[config.mk]
export PLATFORM = sky130hd
export DESIGN_NAME = seq_addsub_n
export DESIGN_NICKNAME = d
export VERILOG_FILES = /design/src/rtl/seq_addsub_pkg.sv /design/src/rtl/seq_addsub_n_adder_slice.sv /design/src/rtl/seq_addsub_n.sv
export SDC_FILE = /design/constraint.sdc
export NUM_CORES = 1
export LEC_CHECK = 0
export CORE_ASPECT_RATIO = 1.75
export CORE_UTILIZATION = 45
export CTS_BUF_LIST = sky130_fd_sc_hd__clkbuf_8
export CTS_CLUSTER_DIAMETER = 80
export DETAILED_ROUTE_END_ITERATION = 10
export GPL_TIMING_DRIVEN = 0
export PLACE_DENSITY_LB_ADDON = 0.12
export REMOVE_ABC_BUFFERS = 1
export SLEW_MARGIN = 15
export SYNTH_ARGS = -nofsm -noshare
export SYNTH_HDL_FRONTEND = slang
export SYNTH_HIERARCHICAL = 1
export SYNTH_SLANG_ARGS = --single-unit
[constraint.sdc]
create_clock -name clk -period 3.99 [get_ports clk]
set_clock_uncertainty 0.2 [all_clocks]
set_input_delay 0.798 -clock clk [delete_from_list [all_inputs] [get_ports clk]]
set_output_delay 0.798 -clock clk [all_outputs]
set_load 0.02 [all_outputs]
[src/rtl/seq_addsub_pkg.sv]
// Shared definitions for the sequential adder/subtractor: state encoding,
// slice-count derivation and the counter-width macro.
`ifndef SEQ_ADDSUB_PKG_SV
`define SEQ_ADDSUB_PKG_SV

// Width of a counter able to index x items (never narrower than 1 bit).
`define SEQ_ADDSUB_LOG2(x) (((x) <= 1) ? 1 : $clog2(x))

package seq_addsub_pkg;

   typedef enum logic [1:0] {
      ST_IDLE = 2'd0,
      ST_CALC = 2'd1,
      ST_DONE = 2'd2
   } state_t;

   function automatic int unsigned nslice(input int unsigned width, input int unsigned slice);
      return width / slice;
   endfunction

endpackage

`endif

[src/rtl/seq_addsub_n_adder_slice.sv]
// Combinational SLICE-bit adder; also exposes the carry into its MSB so the
// top slice can derive signed overflow.
module adder_slice #(
   parameter int unsigned SLICE = 4
) (
   input  logic [SLICE-1:0] a,
   input  logic [SLICE-1:0] b,
   input  logic             cin,
   output logic [SLICE-1:0] sum,
   output logic             cout,
   output logic             cmsb
);

   logic [SLICE:0] total;

   always_comb begin
      total = {1'b0, a} + {1'b0, b} + (SLICE+1)'(cin);
      sum   = total[SLICE-1:0];
      cout  = total[SLICE];
      // sum bit = a ^ b ^ carry-in, so the MSB's carry-in falls out directly
      cmsb  = total[SLICE-1] ^ a[SLICE-1] ^ b[SLICE-1];
   end

endmodule

[src/rtl/seq_addsub_n.sv]
// Multi-cycle WIDTH-bit adder/subtractor, SLICE bits per clock, LSB first.
// Optional unsigned saturation on the final result: define SEQ_ADDSUB_SAT_EN.
module seq_addsub_n
   import seq_addsub_pkg::*;
#(
   parameter int unsigned WIDTH = 32,
   parameter int unsigned SLICE = 4
) (
   input  logic             clk,
   input  logic             rst_n,
   input  logic             in_valid,
   output logic             in_ready,
   input  logic [WIDTH-1:0] a,
   input  logic [WIDTH-1:0] b,
   input  logic             cin,
   input  logic             sub,
   output logic             out_valid,
   input  logic             out_ready,
   output logic [WIDTH-1:0] s,
   output logic             cf,
   output logic             of,
   output logic             zf,
   output logic             sf,
   output logic             busy
);

   localparam int unsigned NSLICE = nslice(WIDTH, SLICE);
   localparam int unsigned KW     = `SEQ_ADDSUB_LOG2(NSLICE);

   state_t            state, state_nxt;
   logic [KW-1:0]     k, k_nxt;
   logic [WIDTH-1:0]  a_sh, a_sh_nxt;
   logic [WIDTH-1:0]  b_sh, b_sh_nxt;
   logic              carry, carry_nxt;
   logic              sub_q, sub_nxt;
   logic [WIDTH-1:0]  s_nxt, s_fin;
   logic              cf_nxt, of_nxt, zf_nxt, sf_nxt, cf_raw;
   logic              in_ready_nxt, out_valid_nxt, busy_nxt;

   logic [SLICE-1:0]  slice_sum;
   logic              slice_cout, slice_cmsb;

   // Operands are shifted right each CALC cycle so the active slice is always the LSBs.
   adder_slice #(.SLICE(SLICE)) u_slice (
      .a    (a_sh[SLICE-1:0]),
      .b    (b_sh[SLICE-1:0]),
      .cin  (carry),
      .sum  (slice_sum),
      .cout (slice_cout),
      .cmsb (slice_cmsb)
   );

   always_ff @(posedge clk) begin
      if (!rst_n) begin
         state     <= ST_IDLE;
         k         <= '0;
         a_sh      <= '0;
         b_sh      <= '0;
         carry     <= 1'b0;
         sub_q     <= 1'b0;
         s         <= '0;
         cf        <= 1'b0;
         of        <= 1'b0;
         zf        <= 1'b0;
         sf        <= 1'b0;
         in_ready  <= 1'b1;
         out_valid <= 1'b0;
         busy      <= 1'b0;
      end else begin
         state     <= state_nxt;
         k         <= k_nxt;
         a_sh      <= a_sh_nxt;
         b_sh      <= b_sh_nxt;
         carry     <= carry_nxt;
         sub_q     <= sub_nxt;
         s         <= s_nxt;
         cf        <= cf_nxt;
         of        <= of_nxt;
         zf        <= zf_nxt;
         sf        <= sf_nxt;
         in_ready  <= in_ready_nxt;
         out_valid <= out_valid_nxt;
         busy      <= busy_nxt;
      end
   end

   always_comb begin
      state_nxt = state;
      k_nxt     = k;
      a_sh_nxt  = a_sh;
      b_sh_nxt  = b_sh;
      carry_nxt = carry;
      sub_nxt   = sub_q;
      s_nxt     = s;
      cf_nxt    = cf;
      of_nxt    = of;
      zf_nxt    = zf;
      sf_nxt    = sf;
      cf_raw    = slice_cout ^ sub_q;
      s_fin     = {slice_sum, s[WIDTH-1:SLICE]};

      unique case (state)
         ST_IDLE: begin
            if (in_valid) begin
               // a - b - cin == a + ~b + ~cin
               a_sh_nxt  = a;
               b_sh_nxt  = sub ? ~b : b;
               carry_nxt = cin ^ sub;
               sub_nxt   = sub;
               k_nxt     = '0;
               state_nxt = ST_CALC;
            end
         end
         ST_CALC: begin
            a_sh_nxt  = a_sh >> SLICE;
            b_sh_nxt  = b_sh >> SLICE;
            carry_nxt = slice_cout;
            s_nxt     = s_fin;
            k_nxt     = k + KW'(1);
            if (k == KW'(NSLICE - 1)) begin
`ifdef SEQ_ADDSUB_SAT_EN
               if (cf_raw) s_fin = sub_q ? '0 : '1;
               s_nxt = s_fin;
`endif
               cf_nxt    = cf_raw;
               of_nxt    = slice_cmsb ^ slice_cout;
               zf_nxt    = (s_fin == '0);
               sf_nxt    = s_fin[WIDTH-1];
               state_nxt = ST_DONE;
            end
         end
         ST_DONE: begin
            if (out_ready) state_nxt = ST_IDLE;
         end
         default: state_nxt = ST_IDLE;
      endcase

      in_ready_nxt  = (state_nxt == ST_IDLE);
      busy_nxt      = (state_nxt == ST_CALC);
      out_valid_nxt = (state_nxt == ST_DONE);
   end

endmodule

==> metrics.yaml <==
ys_seq_area_frac: 0.440
ys_types: 37
drive_above_1_share: 0.0816
synth.avg_cell_area_sq_um: 9.20
cts.hold.buffers_added: 0
nets: 697
yosysMostFrequentCell: "dfxtp_1"
synth-compound-area-share: 0.231
clk_latency_ps: 360
max-slew-margin-rel: 0.505
syn-cell-area_sq_um: 5010
cts_buffers: 9
p_leak_nw: 2.37
start_util: 0.465
dieArea_sq_um: 11600
setup_slack_ps: 1270
power.density_nw_per_um2: 348
area_delta_synth_final_pct: 27.5
io_buffers: 108
yosysTopAreaCell: "dfxtp_1"
antenna_found_initial: 0
insertedDiodeCount: 0
die_w_um: 81.7
required_ps: 4080
routed_wl_mm: 11.3
place.gp.congestion: 0.700
min_path_type: "flip-flop to flip-flop"
synthMuxAreaShare: 0.00200
drc_errors: 0
yosysWarnings: 6
startpoint_type: "flip-flop"
coreArea_sq_um: 10800
die_height_um: 142
path_class: "flip-flop to flip-flop"
cts_root_buf: "clkbuf_8"
synth_top_area_share: 0.440
detail-route-antenna-nets: 0
dp_slack_ps: 329
yosys-top-cells-count: "110 x dfxtp_1, 71 x nand2_1, 70 x nor2b_1, 33 x a21boi_1, 33 x xor2_1"
post_cts_buffers: 0
tightest_slew_ps: 741
peakVddDrop_mv: 0.213
viasPerCell: 5.56
synthXorXnorAreaFrac: 0.0700
utilization: 0.593
seqCellArea_sq_um: 2200
synthArstFlopShare: 0
h-tree-depth: 3
ios: 109
status: "finished, final reports clean"
critPathMaxFanout: 2
hold_slack_ps: 258
yosys.area_share.simple: 0.190
synth_top_family_by_area: "compound AO/OA/AOI/OAI gates"
wl_per_cell_um: 14.9
clock_sinks: 110
post-route-min-period_ps: 2720
clock_path_buffers: 2
hold_viol_final: 0
synthFlopType: "dfxtp_1"
cts_tree: "yes"
grt.total_usage: 0.202
cap_violations: 0
n_fill_cell: 987
synthTopCellsByArea: "dfxtp_1 44%, nor2b_1 8.7%, a222oi_1 5.8%"
arrival_ps: 2810
rsz0062_at_grt: "no"
drv_slew: 0
ctsResizeCount: 0
cp-end-kind: "flip-flop"
finalCritPeriodShare: 0.682
ys_ff_latch: 110
syn_inst: 544
row_count: 50
route.vias.total: 4197
max_freq_mhz: 367
drt_iter0_drc: 286
synthAdderAreaFrac: 0.0205
grt.overflow.total: 0
synth_edf_count: 0
path_clk_slew_ps: 100
multi_input_area_sq_um: 2600
finalSetupViolations: 0
finalSetupTns_ps: 0
grt_max_degree: 77
power.total_w: 0.00222
grt_pass1_vias: 3864
grt_pass1_wl_mm: 18.5
firstDrtPassIters: 6
hpwlAfterDp_mm: 7.71
placed cells by master, fill, tap and decap left out, types with 3 or more instances in the layout:
master	Yosys	layout
o221a_2	15	15
clkbuf_8	0	11
o221a_1	13	13
nor4_1	5	5
xnor2_1	7	7
nand2_1	71	71
nor2_1	31	30
clkdlybuf4s50_1	0	105
nor2b_1	70	69
a22oi_1	10	10
buf_12	0	4
a222oi_1	29	29
ha_1	5	5
a21oi_1	28	28
dfxtp_1	110	108
xor2_1	33	33
a21boi_1	33	33
buf_4	1	3
inv_1	4	5
layer usage:
layer / vias up / global-route usage / wire length (um)
met5: - / 0 / 0
met4: 0 / 0.0702 / 128
met3: 10 / 0.0328 / 383
met2: 90 / 0.349 / 6010
met1: 2021 / 0.247 / 4740
li1: 2076 / - / -
sequential cells by signal (all words and copies together), names as in the netlist:
name,count
in_ready,1
out_valid,1
b_sh,32
cf,1
a_sh,32
of,1
zf,1
s,32
state,2
carry,1
sub_q,1
busy,1
k,3
sf,1
cell families after synthesis:
group,after synthesis
compound gates,138
xor+xnor,40
fa+ha+maj,7
buf+inv,56
flops,110
mux,1
simple gates,192
final timing paths:
path	from	end	slack, ps	cells after the start
worst min-delay path	s[2]	s[2]	260	2
worst max-delay path	a_sh[0]	zf	1270	8
worst max register to register	a_sh[0]	zf	1270	8
worst min register to register	s[2]	s[2]	260	2
power breakdown:
part	internal [W]	switching [W]
logic	0.000212	0.000182
registers	0.00116	0.0000406
clock network	0.000262	0.000366
total	0.00163	0.000589
worst max-delay path, stage by stage (launching register included):
cell and delay, ps:
dfxtp_1 410, fa_1 210, inv_1 60, fa_1 480, inv_1 50, nor4_1 360
nand4_1 180, or4_1 530, o31ai_2 180
per-stage QoR:
step                      cells  cell area [sq um]
final                       755               6380
after global routing        755               6380
after CTS                   755               6390
after detailed placement    739               6200
after global placement      730               6030
after floorplan             492               4790
final cells by class:
cell class	instances	share of cell area
inverters	4	0.00235
repair buffers	117	0.191
clock inverters	5	0.00529
multi-input cells	378	0.407
flip-flops and latches	110	0.345
well taps	130	0.0255
clock buffers	11	0.0237
Power figures use the tool's default switching activity.
